### config.mk
export PLATFORM = sky130hd
export DESIGN_NAME = vga_scene_sequencer
export DESIGN_NICKNAME = d
export VERILOG_FILES = /design/src/rtl/vga_scene_sequencer.sv
export SDC_FILE = /design/constraint.sdc
export NUM_CORES = 1
export LEC_CHECK = 0
export CAP_MARGIN = 15
export CORE_MARGIN = 10
export CORE_UTILIZATION = 40
export CTS_CLUSTER_DIAMETER = 40
export DETAILED_ROUTE_END_ITERATION = 7
export GPL_ROUTABILITY_DRIVEN = 0
export PLACE_DENSITY_LB_ADDON = 0.1
export SYNTH_ARGS = -nofsm -noshare
export SYNTH_HDL_FRONTEND = slang
export SYNTH_SLANG_ARGS = --single-unit
### constraint.sdc
create_clock -name clk -period 7.2 [get_ports clk]
set_clock_uncertainty 0.2 [all_clocks]
set_input_delay 0.72 -clock clk [delete_from_list [all_inputs] [get_ports clk]]
set_output_delay 0.72 -clock clk [all_outputs]
set_load 0.02 [all_outputs]
### src/rtl/vga_scene_sequencer.sv
// Per-frame sequencer: bounces the text-block origin and cycles palette scenes.
// Optional macro SEQ_FADE_EN adds FADE_OUT/FADE_IN brightness stepping between scenes.
module vga_scene_sequencer #(
  parameter int unsigned X_MIN       = 10,
  parameter int unsigned X_MAX       = 280,
  parameter int unsigned Y_MIN       = 10,
  parameter int unsigned Y_MAX       = 420,
  parameter int unsigned X_INIT      = 100,
  parameter int unsigned Y_INIT      = 100,
  parameter logic [7:0]  HOLD_FRAMES = 8'd240,
  parameter logic [3:0]  FADE_STEP   = 4'd4
) (
  input  logic        clk,
  input  logic        rst_n,
  input  logic        vsync_n,
  input  logic [1:0]  speed_sel,
  input  logic        auto_en,
  input  logic        btn_next,
  output logic        frame_pulse,
  output logic [15:0] frame_cnt,
  output logic [8:0]  obj_x,
  output logic [8:0]  obj_y,
  output logic [1:0]  palette,
  output logic [1:0]  fade_level,
  output logic [1:0]  scene_state
);

  typedef enum logic [1:0] {
    SHOW     = 2'b00,
    FADE_OUT = 2'b01,
    SWITCH   = 2'b10,
    FADE_IN  = 2'b11
  } scene_e;

  localparam logic [9:0] XLO = 10'(X_MIN);
  localparam logic [9:0] XHI = 10'(X_MAX);
  localparam logic [9:0] YLO = 10'(Y_MIN);
  localparam logic [9:0] YHI = 10'(Y_MAX);

  if (FADE_STEP == 4'd0) begin : g_fade_step_chk
    $error("FADE_STEP must be at least 1");
  end

  logic        vs_q;
  logic        frame_pulse_q;
  logic [15:0] frame_cnt_q;
  logic [8:0]  x_q, y_q;
  logic        dir_x_q, dir_y_q;
  logic [1:0]  btn_q;
  scene_e      state_q;
  logic [1:0]  pal_q;
  logic [7:0]  hold_q;
`ifdef SEQ_FADE_EN
  logic [1:0]  fade_q;
  logic [3:0]  fade_cnt_q;
`endif

  logic        frame_w;
  logic        press_w;
  logic [1:0]  step_d;
  logic [9:0]  x_d, y_d;

  // Returns {dir_neg, pos}; the comparison is done one bit wider so pos+2 cannot wrap.
  function automatic logic [9:0] axis_step(input logic [8:0] pos, input logic dir_neg,
                                           input logic [1:0] step, input logic [9:0] lo,
                                           input logic [9:0] hi);
    logic [9:0] sum;
    logic [9:0] diff;
    sum       = {1'b0, pos} + {8'b0, step};
    diff      = {1'b0, pos} - {8'b0, step};
    axis_step = {dir_neg, pos};
    if (step != 2'd0) begin
      if (!dir_neg) begin
        if (sum >= hi) axis_step = {1'b1, hi[8:0]};
        else           axis_step = {1'b0, sum[8:0]};
      end else begin
        if ({1'b0, pos} <= lo + {8'b0, step}) axis_step = {1'b0, lo[8:0]};
        else                                  axis_step = {1'b1, diff[8:0]};
      end
    end
  endfunction

  assign frame_w = vs_q & ~vsync_n;
  assign press_w = btn_next & btn_q[0] & ~btn_q[1];

  always_comb begin
    step_d = 2'd0;
    case (speed_sel)
      2'b00:   step_d = 2'd1;
      2'b01:   step_d = 2'd2;
      2'b10:   step_d = {1'b0, frame_cnt_q[0]};
      default: step_d = 2'd0;
    endcase
  end

  always_comb begin
    x_d = axis_step(x_q, dir_x_q, step_d, XLO, XHI);
    y_d = axis_step(y_q, dir_y_q, step_d, YLO, YHI);
  end

  always_ff @(posedge clk or negedge rst_n) begin
    if (!rst_n) begin
      vs_q          <= 1'b1;
      frame_pulse_q <= 1'b0;
      frame_cnt_q   <= '0;
      x_q           <= 9'(X_INIT);
      y_q           <= 9'(Y_INIT);
      dir_x_q       <= 1'b0;
      dir_y_q       <= 1'b0;
      btn_q         <= '0;
    end else begin
      vs_q          <= vsync_n;
      frame_pulse_q <= frame_w;
      if (frame_w) begin
        frame_cnt_q      <= frame_cnt_q + 16'd1;
        {dir_x_q, x_q}   <= x_d;
        {dir_y_q, y_q}   <= y_d;
        btn_q            <= {btn_q[0], btn_next};
      end
    end
  end

  always_ff @(posedge clk or negedge rst_n) begin
    if (!rst_n) begin
      state_q    <= SHOW;
      pal_q      <= '0;
      hold_q     <= '0;
`ifdef SEQ_FADE_EN
      fade_q     <= '1;
      fade_cnt_q <= '0;
`endif
    end else if (frame_w) begin
      case (state_q)
        SHOW: begin
          if (press_w || (auto_en && hold_q == HOLD_FRAMES - 8'd1)) begin
            hold_q  <= '0;
`ifdef SEQ_FADE_EN
            state_q <= FADE_OUT;
`else
            state_q <= SWITCH;
`endif
          end else if (hold_q != '1) begin
            hold_q <= hold_q + 8'd1;
          end
        end
        SWITCH: begin
          pal_q  <= pal_q + 2'd1;
          hold_q <= '0;
`ifdef SEQ_FADE_EN
          fade_cnt_q <= '0;
          state_q    <= FADE_IN;
`else
          state_q    <= SHOW;
`endif
        end
`ifdef SEQ_FADE_EN
        FADE_OUT: begin
          if (fade_cnt_q == FADE_STEP - 4'd1) begin
            fade_cnt_q <= '0;
            if (fade_q == 2'd0) state_q <= SWITCH;
            else                fade_q  <= fade_q - 2'd1;
          end else begin
            fade_cnt_q <= fade_cnt_q + 4'd1;
          end
        end
        FADE_IN: begin
          if (fade_cnt_q == FADE_STEP - 4'd1) begin
            fade_cnt_q <= '0;
            fade_q     <= fade_q + 2'd1;
            if (fade_q == 2'd2) begin
              state_q <= SHOW;
              hold_q  <= '0;
            end
          end else begin
            fade_cnt_q <= fade_cnt_q + 4'd1;
          end
        end
`endif
        default: state_q <= SHOW;
      endcase
    end
  end

  assign frame_pulse = frame_pulse_q;
  assign frame_cnt   = frame_cnt_q;
  assign obj_x       = x_q;
  assign obj_y       = y_q;
  assign palette     = pal_q;
  assign scene_state = state_q;
`ifdef SEQ_FADE_EN
  assign fade_level  = fade_q;
`else
  assign fade_level  = 2'd3;
`endif

endmodule

==> results of run 1 <==
Yosys cell counts, types with 2 or more instances:
cell,n
a2111oi_1,2
a211oi_1,3
a21o_1,4
a21oi_1,23
a22o_1,2
a311oi_1,2
a31o_2,2
a31oi_1,13
and2_1,3
and3_1,4
buf_2,7
buf_4,5
buf_6,3
clkbuf_1,6
conb_1,2
dfrtp_1,44
dfstp_2,7
fa_1,5
ha_1,12
inv_1,24
mux2i_1,3
nand2_1,31
nand2b_1,9
nand3_1,14
nand3b_1,2
nand4_1,6
nand4b_1,2
nor2_1,39
nor2b_1,4
nor3_1,14
nor3b_1,3
nor4_1,3
o211a_1,3
o211ai_1,4
o21a_1,2
o21ai_0,23
o21bai_1,2
o22ai_1,5
o2bb2ai_1,2
o31ai_1,3
xnor2_1,19
xor2_1,7
logic make-up (layout without fill, tap and decap cells):
family                     after synthesis  after routing  synth area share (%)
AOI/OAI and AO/OA                      115            115                  22.5
DFF                                     51             51                  36.2
xor gates and xnor gates                26             26                  6.41
other                                    2              3                 0.211
and+or+nand+nor                        145            145                  20.6
adders and majority gates               17             17                  7.05
buffers and inverters                   45             78                  6.17
muxes                                    3              3                 0.846
flip-flops by register name, indices dropped and copies added, names as in the netlist:
register,flops
hold_q,8
vs_q,1
obj_y,9
dir_x_q,1
frame_cnt,16
scene_state,1
dir_y_q,1
frame_pulse,1
palette,2
btn_q,2
obj_x,9
metal layers:
layer / part of all wire [%] / track usage [%] / vias to the layer above
li1: - / - / 1518
met1: 43 / 17.7 / 1524
met2: 50 / 24.7 / 76
met3: 4.8 / 2.46 / 15
met4: 1.7 / 4.26 / 0
met5: 0 / 0 / -
worst max-delay path, cell delays in order:
cell	delay (ps)
clkdlybuf4s50_1	450
a21oi_1	340
ha_1	230
inv_1	60
fa_1	510
nor2b_1	270
nand4_1	130
o2bb2ai_1	180
o32ai_2	490
nor3_1	130
a311o_1	310
power by group through the flow:
stage / clock, mW / sequential (mW) / combinational [mW]
4_1_cts: 0.191 / 0.452 / 0.502
5_1_grt: 0.200 / 0.467 / 0.553
3_5_place_dp: 0 / 0.459 / 0.500
6_report: 0.183 / 0.452 / 0.496
2_1_floorplan: 0 / 0.467 / 0.299
3_3_place_gp: 0 / 0.458 / 0.493
stage by stage:
stage / utilization, % / hold slack [ps] / cells / power [mW]
2_1_floorplan: - / 224 / 405 / 0.766
3_3_place_gp: 46.2 / 261 / 538 / 0.951
3_5_place_dp: 46.2 / 266 / 538 / 0.959
4_1_cts: 47.3 / 281 / 546 / 1.15
5_1_grt: 47.3 / 294 / 546 / 1.22
6_report: 47.3 / 273 / 546 / 1.13
layout by cell type (no fill, tap or decap), types with 4 or more instances in the layout:
cell type        count
ha_1                12
clkdlybuf4s50_1     43
fa_1                 5
nor3_1              14
a21oi_1             23
nand4_1              6
a31oi_1             13
and3_1               4
inv_1               24
xnor2_1             19
xor2_1               7
nand3_1             14
nand2_1             31
nor2b_1              4
dfrtp_1             44
o211ai_1             4
nand2b_1             9
o21ai_0             23
dfstp_2              7
a21o_1               4
o22ai_1              5
nor2_1              39
clkbuf_8             5
how the worst max path moves through the flow:
stage	start	end	slack, ps	depth (start not counted)
floorplan	speed_sel[1]	obj_x[3]$_DFFE_PN0P_	3930	9
global placement	speed_sel[1]	obj_y[2]$_DFFE_PN1P_	3190	11
detailed placement	speed_sel[1]	obj_y[2]$_DFFE_PN1P_	3120	11
CTS	speed_sel[1]	obj_y[2]$_DFFE_PN1P_	3460	11
global route	speed_sel[1]	obj_y[2]$_DFFE_PN1P_	3190	11
finish	speed_sel[1]	obj_y[2]$_DFFE_PN1P_	3440	11
final cells by class:
| type | instances | area, um2 | share of cell area [%] |
|---|---|---|---|
| timing repair buffer | 46 | 450 | 11.0 |
| clock inverter | 3 | 22.5 | 0.549 |
| multi-input combinational | 309 | 2050 | 50.0 |
| clock buffer | 5 | 68.8 | 1.68 |
| sequential | 51 | 1280 | 31.3 |
| tap | 108 | 135 | 3.29 |
| inverter | 24 | 90.1 | 2.20 |
==> flow_summary.json, run 1 <==
{
  "outcome": "complete, no violations",
  "syn_avg_cell_area_um2": 8.79,
  "dr.pass1.iters": 4,
  "wl_per_cell_um": 17.1,
  "vias_per_cell": 5.74,
  "core_area_mm2": 0.00868,
  "cts-resized-gates": 0,
  "cts_tree": "built",
  "drc": 0,
  "p_comb_share_pct": 43.9,
  "cts_max_path_buffers": 2,
  "via_count": 3133,
  "drive_above_1_share_pct": 7.76,
  "port_buffers": 44,
  "ys_ff_latch": 51,
  "hpwl_um": 6670,
  "regToRegSetupSlack_ps": 3800,
  "setup_tns_ps": 0,
  "final_area_mm2": 0.00410,
  "clk_latency_ps": 320,
  "cp-start-kind": "input pin",
  "hp-start": "frame_cnt[15]$_DFFE_PN0P_",
  "p_per_area_mw_per_mm2": 276,
  "cts_sinks": 51,
  "r2r-start": "frame_cnt[0]$_DFFE_PN0P_",
  "placed_area_mm2": 0.00401,
  "whs_endpoint": "frame_cnt[15]$_DFFE_PN0P_",
  "cts_inserted_buffers": 5,
  "path_max_fanout": 7,
  "p_leak_nw": 1.65,
  "min_period_ps": 3760,
  "hold_path.class": "register to register",
  "ant_nets": 0,
  "syn_inst": 404,
  "rsz0062_at_grt": "false",
  "diodes": 0,
  "synthArstFlopShare_pct": 100,
  "p_clk_share_pct": 16.2,
  "cts_hold_buf": 0,
  "synth-main-ff-cell": "dfrtp_1",
  "yosys.area.top_type": "dfrtp_1",
  "synth_top_cell_area_share_pct": 31.0,
  "fillCellCount": 867,
  "worst_slew_pin_slew_ps": 751,
  "ys_warn_count": 0,
  "num_rows": 34,
  "power_frac_seq_pct": 40.0,
  "period_share_pct": 52.2,
  "antenna_found_initial": 0,
  "die_h_um": 114,
  "initial_core_util_pct": 40.9,
  "holdPathStages": 1,
  "grt_remaining_overflow": 0,
  "max_slew_margin_pct": 49.1,
  "crit_arrival_ps": 3810,
  "fin_nets": 461,
  "fmax_mhz": 266,
  "crit_required_ps": 7250,
  "h-tree-depth": 2,
  "finalSetupViolCount": 0,
  "p_sw_uw": 490,
  "synthTopCellsByArea": "dfrtp_1, dfstp_2, xnor2_1",
  "hold_viol": 0,
  "grt_max_degree": 52,
  "worst_setup_path_end_kind": "register",
  "slew_violations": 0,
  "swShare_pct": 43.3,
  "reg2reg_depth": 11,
  "pre_cts_ws_ps": 3120,
  "ioPinCount": 48,
  "seq_area_frac_synth_pct": 36.2,
  "syn-cell-area_mm2": 0.00355,
  "cts_root_buffer": "clkbuf_8",
  "syn_to_final_growth_pct": 15.5,
  "synth_edf_count": 0,
  "post-cts-setup-buffers": 0,
  "synth.distinct_cells": 73,
  "crit_type": "input pin to register",
  "dieArea_mm2": 0.0130,
  "cap_violations": 0,
  "r2r-end": "obj_y[2]$_DFFE_PN1P_",
  "die_x_um": 114,
  "clk_pin_slew_ps": 110,
  "ir_drop_uv": 87.4,
  "drt_iter0_drc": 129,
  "routed_wl_um": 9330,
  "setup_ws_ps": 3440,
  "grt_pass1_wl_um": 15600,
  "grt_usage_pct": 14.3,
  "intPower_uw": 641,
  "grt_pass1_vias": 3079
}
Power figures use the tool's default switching activity.
==> run 2: changes to the inputs <==
- clock period: 7.2 -> 3.5 ns (I/O delays scaled with it)
==> run 2 against run 1 <==
- sequential power is 110% higher
- via count is 0.64% higher
- clock power grew 100%
- global-route usage decreased by 0.18 points
- worst setup slack got worse by 3200 ps
==> flow_summary.json, run 2 (same netlist as run 1, synthesis figures left out) <==
{
  "outcome": "complete, no violations",
  "ir_drop_uv": 203,
  "r2r-end": "obj_y[4]$_DFFE_PN0P_",
  "ioPinCount": 48,
  "fmax_mhz": 311,
  "p_per_area_mw_per_mm2": 552,
  "grt_usage_pct": 14.1,
  "largest_reg_flops": 16,
  "grt_remaining_overflow": 0,
  "p_clk_share_pct": 15.7,
  "cap_violations": 0,
  "rsz0062_at_grt": "false",
  "pre_cts_ws_ps": -170,
  "vias_per_cell": 5.61,
  "worst_setup_path_end_kind": "register",
  "final_common_cell": "dfrtp_1",
  "cts_tree": "built",
  "grt_max_degree": 35,
  "cp-start-kind": "input pin",
  "wl_per_cell_um": 16.6,
  "post-cts-setup-buffers": 0,
  "p_sw_mw": 1.01,
  "max_slew_margin_pct": 48.1,
  "ant_nets": 0,
  "num_rows": 34,
  "crit_required_ps": 3500,
  "core_area_mm2": 0.00868,
  "syn_to_final_growth_pct": 19.6,
  "via_count": 3153,
  "routed_wl_um": 9360,
  "period_share_pct": 91.8,
  "initial_core_util_pct": 40.9,
  "holdPathStages": 1,
  "crit_type": "input pin to register",
  "hp-start": "vsync_n",
  "grt_pass1_vias": 3098,
  "finalSetupViolCount": 0,
  "clk_pin_slew_ps": 100,
  "path_max_fanout": 6,
  "hold_path.class": "input pin to register",
  "min_period_ps": 3210,
  "cts_max_path_buffers": 2,
  "hold_viol": 0,
  "regToRegSetupSlack_ps": 290,
  "cts_root_buffer": "clkbuf_8",
  "r2r-start": "frame_cnt[0]$_DFFE_PN0P_",
  "port_buffers": 44,
  "fin_nets": 477,
  "hold-worst-slack_ps": 253,
  "grt_pass1_wl_um": 15500,
  "drive_above_1_share_pct": 11.2,
  "reg2reg_depth": 10,
  "die_h_um": 114,
  "intPower_mw": 1.34,
  "p_comb_share_pct": 44.7,
  "hpwl_um": 6890,
  "drc": 0,
  "slew_violations": 0,
  "power_frac_seq_pct": 39.5,
  "p_leak_nw": 1.73,
  "diodes": 0,
  "final_cell_mix": "dfrtp_1, clkdlybuf4s50_1, nor2_1",
  "dr.pass1.iters": 5,
  "cts_sinks": 51,
  "crit_arrival_ps": 3220,
  "drt_iter0_drc": 185,
  "cts_inserted_buffers": 5,
  "whs_endpoint": "vs_q$_DFF_PN1_",
  "setup_ws_ps": 285,
  "dieArea_mm2": 0.0130,
  "antenna_found_initial": 0,
  "swShare_pct": 42.9,
  "h-tree-depth": 2,
  "worst_slew_pin_slew_ps": 778,
  "die_x_um": 114,
  "clk_latency_ps": 320
}
-- run 2: changes by cell type in the layout (fill, tap and decap cells not counted), sizes merged --
cell / delta
inv: -1
dlygate4sd3: +1
buf: +15
clkinv: +1
-- run 2: power by group through the flow --
stage	clock [mW]	sequential (mW)	combinational (mW)
final	0.368	0.927	1.05
after global routing	0.407	0.955	1.15
after CTS	0.387	0.928	1.05
after detailed placement	0	0.940	1.05
after global placement	0	0.938	1.04
after floorplan	0	0.961	0.615
-- run 2: worst max-delay path by stage --
stage	start	cells after the start	endpoint	slack (ps)
2_1_floorplan	frame_cnt[0]$_DFFE_PN0P_	10	obj_x[3]$_DFFE_PN0P_	370
3_3_place_gp	speed_sel[1]	10	obj_x[3]$_DFFE_PN0P_	-90
5_1_grt	frame_cnt[0]$_DFFE_PN0P_	10	obj_x[3]$_DFFE_PN0P_	30
3_5_place_dp	speed_sel[1]	10	obj_y[3]$_DFFE_PN0P_	-170
4_1_cts	frame_cnt[0]$_DFFE_PN0P_	10	obj_y[2]$_DFFE_PN1P_	130
6_report	speed_sel[1]	10	obj_y[4]$_DFFE_PN0P_	290
-- run 2: what timing repair did --
| action | in CTS | in global routing |
|---|---|---|
| hold endpoints to repair | 29 | 0 |
| resized for setup | 0 | 3 |
| endpoints found under the setup margin | 0 | 7 |
| hold buffers | 1 | 0 |
-- run 2: cell type report --
cell class | instances | area [um2]
Fill cell | 872 | 4430
Clock buffer | 5 | 68.8
Clock inverter | 3 | 22.5
Tap cell | 108 | 135
Inverter | 24 | 90.1
Multi-Input combinational cell | 309 | 2070
Sequential cell | 51 | 1280
Timing Repair Buffer | 62 | 573
-- run 2: metal layers --
metal  up-vias  global-route usage, %  routed length, um
li1       1550                      -                  -
met1      1501                   17.4               4000
met2        90                   23.7               4670
met3        12                   2.52                512
met4         0                   5.93                165
met5         -                      0                  0
-- run 2: critical path, cell delays in order --
cell	delay, ps
clkdlybuf4s50_1	470
a21oi_2	260
ha_1	200
inv_1	60
fa_1	490
or4_1	550
a211oi_2	320
o32ai_4	190
a41oi_1	250
nor3_1	80
-- run 2: per-stage QoR --
stage | cell area [um2] | setup TNS [ps] | cells | util [%] | total power, mW
floorplan | 3550 | 0 | 405 | - | 1.58
global placement | 4120 | -470 | 553 | 47.5 | 1.98
detailed placement | 4120 | -1390 | 553 | 47.5 | 1.99
CTS | 4230 | 0 | 562 | 48.7 | 2.37
global route | 4250 | 0 | 562 | 48.9 | 2.52
finish | 4250 | 0 | 562 | 48.9 | 2.34
==> run 3: changes to the inputs <==
- CORE_UTILIZATION: 40 -> 45
- CTS_CLUSTER_DIAMETER: 40 -> unset
- clock period: 3.5 -> 3.1 ns (I/O delays scaled with it)
==> run 3 against run 2 <==
- power up 19%
- cell count up 4.1%
- clock power increased by 15%
- design area is 5.9% higher
- die area shrank 9.2%
- wire length up 1.2%
- count of clock-buffer cells in the layout did not move
- global-route usage up 1.9 points
- utilization increased by 9.5 points
- worst setup slack lost 140 ps
- via count grew 3.6%
- sequential share of layout area is 1.6 points lower
- largest cell class unchanged
- highest routed layer unchanged
==> flow_summary.json, run 3 (same netlist as run 1, synthesis figures left out) <==
{
  "fin_cells": 585,
  "cts_max_path_buffers": 2,
  "core_area_mm2": 0.00769,
  "r2r-start": "frame_cnt[0]$_DFFE_PN0P_",
  "routed_wl_um": 9470,
  "fillCellCount": 731,
  "antenna_found_initial": 0,
  "pre_cts_ws_ps": -309,
  "cts_sinks": 51,
  "hold_viol": 0,
  "critPathLaunch": "speed_sel[0]",
  "initial_core_util_pct": 46.2,
  "worst_slew_pin_slew_ps": 626,
  "dieArea_mm2": 0.0118,
  "power_frac_seq_pct": 36.9,
  "path_max_fanout": 7,
  "p_sw_mw": 1.18,
  "slew_violations": 0,
  "hp-start": "vsync_n",
  "p_leak_nw": 1.87,
  "h-tree-depth": 2,
  "cp-start-kind": "input pin",
  "p_per_area_mw_per_mm2": 620,
  "clk_latency_ps": 310,
  "final_area_mm2": 0.00449,
  "crit_type": "input pin to register",
  "setup_ws_ps": 148,
  "num_rows": 32,
  "port_buffers": 44,
  "ant_nets": 0,
  "outcome": "complete, no violations",
  "wl_per_cell_um": 16.2,
  "dr.pass1.iters": 4,
  "path_cells": "clkdlybuf4s50_1 -> buf_4 -> nand2b_2 -> ha_1 -> nor2b_1 -> or4_1 -> a211oi_4 -> o32ai_4 -> a41oi_2 -> nor3_1",
  "via_count": 3267,
  "hpwl_um": 6950,
  "cts_root_buffer": "clkbuf_8",
  "max_slew_margin_pct": 58.2,
  "p_comb_share_pct": 47.9,
  "period_share_pct": 95.2,
  "cap_violations": 0,
  "cts_inserted_buffers": 5,
  "p_clk_share_pct": 15.2,
  "cp_slowest_cell": "or4_1",
  "fmax_mhz": 339,
  "grt_remaining_overflow": 0,
  "grt_usage_pct": 16.0,
  "grt_max_degree": 27,
  "largest_reg_flops": 16,
  "crit_required_ps": 3110,
  "die_h_um": 109,
  "placed_area_mm2": 0.00433,
  "final_common_cell": "buf_4",
  "finalSetupViolCount": 0,
  "vias_per_cell": 5.58,
  "ir_drop_uv": 258,
  "grt_pass1_wl_um": 15600,
  "swShare_pct": 42.3,
  "syn_to_final_growth_pct": 26.6,
  "clk_pin_slew_ps": 110,
  "hold_path.class": "input pin to register",
  "crit_buf_inv": 2,
  "drt_iter0_drc": 122,
  "setup_tns_ps": 0,
  "diodes": 0,
  "die_x_um": 109,
  "cts_tree": "built",
  "worst_setup_path_end_kind": "register",
  "fin_nets": 506,
  "intPower_mw": 1.61,
  "cpLargestDelayFamily": "simple AND/OR/NAND/NOR gates",
  "slowest_delay_ps": 530,
  "crit_arrival_ps": 2960,
  "grt_pass1_vias": 3138,
  "drive_above_1_share_pct": 18.0,
  "drc": 0,
  "ioPinCount": 48,
  "place_inst": 575,
  "min_period_ps": 2950,
  "final_cell_mix": "buf_4, dfrtp_1, clkdlybuf4s50_1"
}
-- run 3: area by class of cell --
| cell class | count | area [um2] | area share [%] |
|---|---|---|---|
| Tap cell | 102 | 128 | 2.84 |
| Clock inverter | 3 | 25.0 | 0.557 |
| Clock buffer | 5 | 68.8 | 1.53 |
| Inverter | 24 | 90.1 | 2.00 |
| Sequential cell | 51 | 1290 | 28.6 |
| Multi-Input combinational cell | 309 | 2100 | 46.8 |
| Timing Repair Buffer | 91 | 793 | 17.7 |
-- run 3: per-stage QoR --
stage	power [mW]	hold WS [ps]	util [%]
after floorplan	1.78	-186	-
after global placement	2.33	153	56.3
after detailed placement	2.35	157	56.3
after CTS	2.78	212	57.6
after global routing	2.98	215	58.5
final	2.79	226	58.5
-- run 3: power groups by stage --
stage               clock (mW)  sequential [mW]  combinational, mW
finish                   0.423             1.03               1.34
global route             0.460             1.06               1.46
CTS                      0.440             1.03               1.31
detailed placement           0             1.04               1.30
global placement             0             1.04               1.29
floorplan                    0             1.09              0.695
-- run 3: worst reg2reg max path, cell delays in order, from the launching register on --
cell	delay, ps
dfrtp_2	370
inv_1	70
a21oi_2	170
ha_1	180
inv_1	60
fa_2	390
or4_1	570
a211oi_4	330
o32ai_4	190
a41oi_2	240
nor3_1	70
-- run 3: repair_timing --
| item | 4_1_cts | 5_1_grt |
|---|---|---|
| endpoints found under the setup margin | 0 | 18 |
| resized for setup | 0 | 12 |
| setup buffers | 0 | 1 |
| hold endpoints to repair | 21 | 0 |
| hold buffers | 1 | 0 |
-- run 3: path summary, 6_finish.rpt --
kind / to / slack, ps / depth (start not counted)
worst max register to register: obj_y[4]$_DFFE_PN0P_ / 160 / 10
worst min register to register: frame_cnt[15]$_DFFE_PN0P_ / 280 / 1
min in group asynchronous: frame_cnt[9]$_DFFE_PN0P_ / 320 / 2
max in group asynchronous: obj_x[2]$_DFFE_PN1P_ / 1610 / 3
worst min-delay path: vs_q$_DFF_PN1_ / 230 / 1
worst max-delay path: obj_y[4]$_DFFE_PN0P_ / 150 / 10
-- run 3: per-layer routing --
| layer | part of all wire (%) | GRT usage (%) |
|---|---|---|
| met1 | 43 | 20.1 |
| met2 | 50 | 27.2 |
| met3 | 5.6 | 3.24 |
| met4 | 1.2 | 4.90 |
| met5 | 0 | 0 |
